[src/rtl/tuple_array_pkg.sv]
// Shared types and helpers for the Array(N, Tuple(Bit, Bits(W1))) shuffle/unshuffle stages.
// rev_idx is the field-0 index reversal used on both sides of the link.
package tuple_array_pkg;

  localparam int N_DEF  = 4;
  localparam int W1_DEF = 2;

  typedef enum logic {
    COLLECT = 1'b0,
    HOLD    = 1'b1
  } state_t;

  typedef struct packed {
    logic              f0;
    logic [W1_DEF-1:0] f1;
  } elem_t;

  function automatic int rev_idx(input int i, input int n = N_DEF);
    return n - 1 - i;
  endfunction

endpackage

[src/rtl/array2_beat_counter.sv]
// Beat index within the array being collected; load1 wins over clear, clear over inc.
// is_last flags the final element slot (idx == N-1).
module array2_beat_counter #(
  parameter int N  = 4,
  parameter int IW = $clog2(N)
) (
  input  logic          CLK,
  input  logic          ASYNCRESETN,
  input  logic          inc,
  input  logic          clear,
  input  logic          load1,
  output logic [IW-1:0] idx,
  output logic          is_last
);

  always_ff @(posedge CLK or negedge ASYNCRESETN) begin
    if (!ASYNCRESETN) begin
      idx <= '0;
    end else if (load1) begin
      idx <= IW'(1);
    end else if (clear) begin
      idx <= '0;
    end else if (inc) begin
      idx <= idx + IW'(1);
    end
  end

  assign is_last = (idx == IW'(N - 1));

endmodule

[src/rtl/array2_tuple_deserializer.sv]
// Collects N shuffled tuple beats, restores field-0 order and presents the array as one word.
// One cycle from the last beat to O_valid; while holding, I_ready tracks O_ready so a take and a new beat can overlap.
module array2_tuple_deserializer
  import tuple_array_pkg::*;
#(
  parameter int N  = N_DEF,
  parameter int W1 = W1_DEF
) (
  input  logic            CLK,
  input  logic            ASYNCRESETN,
  input  logic            I_valid,
  output logic            I_ready,
  input  logic            I__0,
  input  logic [W1-1:0]   I__1,
  input  logic            I_last,
  output logic            O_valid,
  input  logic            O_ready,
  output logic [N-1:0]    O__0,
  output logic [N*W1-1:0] O__1,
  output logic            err,
  input  logic            err_clr
);

  localparam int IW = $clog2(N);

  state_t          state;
  logic [IW-1:0]   idx;
  logic            is_last;
  logic [N-1:0]    col_f0;
  logic [N-1:0]    col_f0_nxt;
  logic [N*W1-1:0] col_f1;
  logic [N*W1-1:0] col_f1_nxt;
  logic            in_collect;
  logic            accept;
  logic            take;
  logic            done;
  logic            frame_err;
  logic            cnt_inc;
  logic            cnt_clear;
  logic            cnt_load1;

  // I_ready depends only on state and O_ready, never on I_valid.
  assign in_collect = (state == COLLECT);
  assign I_ready    = in_collect | O_ready;
  assign accept     = I_valid & I_ready;
  assign take       = O_valid & O_ready;

  assign done       = in_collect & accept & is_last & I_last;
  assign frame_err  = in_collect & accept & (I_last ^ is_last);
  assign cnt_inc    = in_collect & accept & ~I_last & ~is_last;
  assign cnt_clear  = done | frame_err | (~in_collect & take & ~accept);
  // In HOLD an accepted beat always coincides with a take and becomes element 0.
  assign cnt_load1  = ~in_collect & accept;

  array2_beat_counter #(
    .N  (N),
    .IW (IW)
  ) u_beat_counter (
    .CLK         (CLK),
    .ASYNCRESETN (ASYNCRESETN),
    .inc         (cnt_inc),
    .clear       (cnt_clear),
    .load1       (cnt_load1),
    .idx         (idx),
    .is_last     (is_last)
  );

  // Collect regs with the current beat merged in; also the source for the output load.
  always_comb begin
    col_f0_nxt = col_f0;
    col_f1_nxt = col_f1;
    for (int i = 0; i < N; i++) begin
      if (idx == IW'(i)) begin
        col_f0_nxt[rev_idx(i, N)] = I__0;
        col_f1_nxt[i*W1 +: W1]    = I__1;
      end
    end
  end

  always_ff @(posedge CLK or negedge ASYNCRESETN) begin
    if (!ASYNCRESETN) begin
      state   <= COLLECT;
      O_valid <= 1'b0;
      O__0    <= '0;
      O__1    <= '0;
      col_f0  <= '0;
      col_f1  <= '0;
      err     <= 1'b0;
    end else begin
      if (frame_err) begin
        col_f0 <= '0;
        col_f1 <= '0;
      end else if (accept) begin
        col_f0 <= col_f0_nxt;
        col_f1 <= col_f1_nxt;
      end

      if (frame_err) begin
        err <= 1'b1;
      end else if (err_clr) begin
        err <= 1'b0;
      end

      case (state)
        COLLECT: begin
          if (done) begin
            state   <= HOLD;
            O_valid <= 1'b1;
            O__0    <= col_f0_nxt;
            O__1    <= col_f1_nxt;
          end
        end
        HOLD: begin
          if (take) begin
            state   <= COLLECT;
            O_valid <= 1'b0;
          end
        end
        default: begin
          state   <= COLLECT;
          O_valid <= 1'b0;
        end
      endcase
    end
  end

endmodule

[config.mk]
export PLATFORM = sky130hd
export DESIGN_NAME = array2_tuple_deserializer
export DESIGN_NICKNAME = d
export VERILOG_FILES = /design/src/rtl/tuple_array_pkg.sv /design/src/rtl/array2_beat_counter.sv /design/src/rtl/array2_tuple_deserializer.sv
export SDC_FILE = /design/constraint.sdc
export NUM_CORES = 1
export LEC_CHECK = 0
export BUFFER_PORTS_ARGS = -buffer_cell sky130_fd_sc_hd__buf_2
export CAP_MARGIN = 20
export CORE_ASPECT_RATIO = 1.4
export CORE_MARGIN = 2
export CORE_UTILIZATION = 52
export CTS_BUF_LIST = sky130_fd_sc_hd__clkbuf_4
export CTS_CLUSTER_SIZE = 30
export DETAILED_ROUTE_END_ITERATION = 8
export PLACE_DENSITY_LB_ADDON = 0.2
export SKIP_CTS_REPAIR_TIMING = 1
export SYNTH_ARGS = -nofsm -noshare
export SYNTH_HDL_FRONTEND = slang
export SYNTH_SLANG_ARGS = --single-unit
[constraint.sdc]
create_clock -name CLK -period 2.3 [get_ports CLK]
set_input_delay 0.575 -clock CLK [delete_from_list [all_inputs] [get_ports CLK]]
set_output_delay 0.575 -clock CLK [all_outputs]
set_load 0.02 [all_outputs]
==> metrics.txt <==
Critical Path Source state; post-route setup slack a little under 0.6 ns; largest net degree at the start of global routing 27; period utilisation layout 74.83%; die width roughly 45 um; Post-route DRC 0; Via density approximately 5.8; CP Capture Type output port; first-pass GRT wire length 3.829 mm; Worst VDD drop roughly 630 uV; Slew @ Worst Pin 0.5689 ns; clock power share between 10% and 20%; core area 2338 um2; H-tree depth 1; routed wire length per instance 14.72 um; gpl congestion about 0.79; most frequent cells in the layout dfrtp_1 (26), buf_2 (23), nand2_1 (19); Leak approximately 0.00068 uW; Core Util, Final just under 60%; Max Root-Sink Buffers 2; minimum clock period 1.721 ns; P_int a little over 1000 uW; outcome completed; setup tns final 0 ns; critical path startpoint category flop; fmax 581.1 MHz; Mean Syn Cell Area ~11 um2; clk_skew about 0.0014 ns; FF-to-FF End col_f1[5]; sw frac between 40% and 50%; R2R setup slack ~0.67 ns; sequential share of the synthesized area a little over half; Sequential Power Share between 40% and 50%; synth warn 0; Routed WL between 2 and 2.5 mm; worst relative slew slack 62.07%; initial antenna violation count 0; vias in the first global route 833; CP max FO 8; critical path arrival between 1 and 1.5 ns; NetSw approximately 680 uW; Max Slew Vio Count 0; Total GRT Usage 18.98%; n_diodes 0; Inserted Clock Buffers 3; later-pin clock latency in the skew report ~0.31 ns; TritonCTS clock tree built; die area between 2000 and 3000 um2; IO buf count 23; die height slightly above 60 um; Reg2Reg Depth 5; Netlist cell types 24; Via Count about 920; initial core utilization 53.18%; clock sinks 26; final antenna-violating net count 0; Mapped Area around 1200 um2; IO Pins 24; drt pass-1 iters 4; DPL Wire Length around 1.8 mm; #FFs+latches synth 26; Max Cap Violations 0; most common cell after layout, fill and taps aside dfrtp_1; worst hold slack around 0.24 ns; nets approximately 150; syn nets 127; CTS root buffer clkbuf_4; Worst R2R Start u_beat_counter.idx[0]; critical path class reg2out; Area Growth Syn to Fin 11.57%; share of layout cells above drive strength 1 between 20% and 30%; WP data required approximately 1.7 ns; RSZ-0062 raised after global routing no; row cnt 21; Final Setup Violations 0; post-synthesis cell count 114; DR iter-0 viols 18; final hold violation count 0; setup slack at placement 0.5098 ns; combinational power share roughly 44%; Worst-path clk slew 0.13 ns; Power Density ~1200 nW/um2; total gr overflow 0; HP Class in2async
-- routing by layer --
metal	vias up	share of wire, %	track usage [%]
met5	-	0	0
met4	0	0.91	6.303
met2	24	54	34.69
met1	442	41	22.55
li1	449	-	-
met3	2	4.2	2.601
-- power by group through the flow --
| stage | combinational, uW | sequential [uW] | clock [uW] |
|---|---|---|---|
| after floorplan | 429 | 874 | 0 |
| after global placement | 738 | 764 | 0 |
| after detailed placement | 752 | 774 | 0 |
| after CTS | 755 | 762 | 188 |
| after global routing | 836 | 787 | 209 |
| final | 746 | 760 | 183 |
-- sequential cells by signal (all words and copies together) (netlist names) --
name,count
err,1
col_f1,6
state,1
u_beat_counter.idx,2
O_valid,1
O__0,4
O__1,8
col_f0,3
-- how the worst max path moves through the flow --
stage	depth (start not counted)	end	slack, ns
detailed placement	5	O__1[6]	0.51
finish	2	I_ready	0.58
CTS	2	I_ready	0.59
global route	2	I_ready	0.50
floorplan	5	col_f1[0]	0.82
global placement	5	O__1[7]	0.55
-- final cells by class --
| class | instances | area [um2] |
|---|---|---|
| Timing Repair Buffer | 24 | 122.6 |
| Sequential cell | 26 | 650.6 |
| Inverter | 3 | 11.26 |
| Multi-Input combinational cell | 78 | 551.8 |
| Fill cell | 197 | 950.9 |
| Tap cell | 23 | 28.78 |
| Clock buffer | 3 | 22.52 |
-- logic make-up (layout without fill, tap and decap cells) --
group | count (synthesis) | after routing | share of synthesized area, %
mux | 12 | 12 | 9.960
flops | 26 | 26 | 52.31
compound gates | 29 | 29 | 16.30
fa+ha+maj | 4 | 4 | 4.024
simple gates | 32 | 32 | 12.78
xor+xnor | 1 | 1 | 1.308
buf+inv | 10 | 30 | 3.319
-- synth_stat cells --
master / number / area share [%]
inv_1: 3 / 0.91
mux2i_1: 9 / 7.2
or2_1: 1 / 0.50
a32o_1: 9 / 7.2
buf_2: 3 / 1.2
clkbuf_1: 1 / 0.30
dfrtp_1: 26 / 52
o22ai_1: 1 / 0.50
mux2_2: 3 / 2.7
o21ai_1: 9 / 3.6
nand2b_1: 1 / 0.50
a21oi_1: 1 / 0.40
buf_1: 3 / 0.91
o21ai_0: 6 / 2.4
o21ai_2: 1 / 0.70
ha_1: 4 / 4.0
and3_4: 3 / 2.7
nor2_1: 2 / 0.60
a21o_1: 1 / 0.60
a222oi_1: 1 / 0.80
xor2_2: 1 / 1.3
nand3_1: 5 / 2.0
nand2_1: 19 / 5.7
nor2b_2: 1 / 0.70
-- metrics by stage --
step | instance area (um2) | instances | total power, uW
after floorplan | 1244 | 114 | 1303
after global placement | 1365 | 154 | 1502
after detailed placement | 1365 | 154 | 1525
after CTS | 1388 | 157 | 1704
after global routing | 1388 | 157 | 1831
final | 1388 | 157 | 1689
-- worst max-delay path: stages (launching register included) --
cell and delay, ns:
dfrtp_1 0.54, nand2b_1 0.12, buf_2 0.17
No activity file was read; power rests on OpenSTA's default activity.
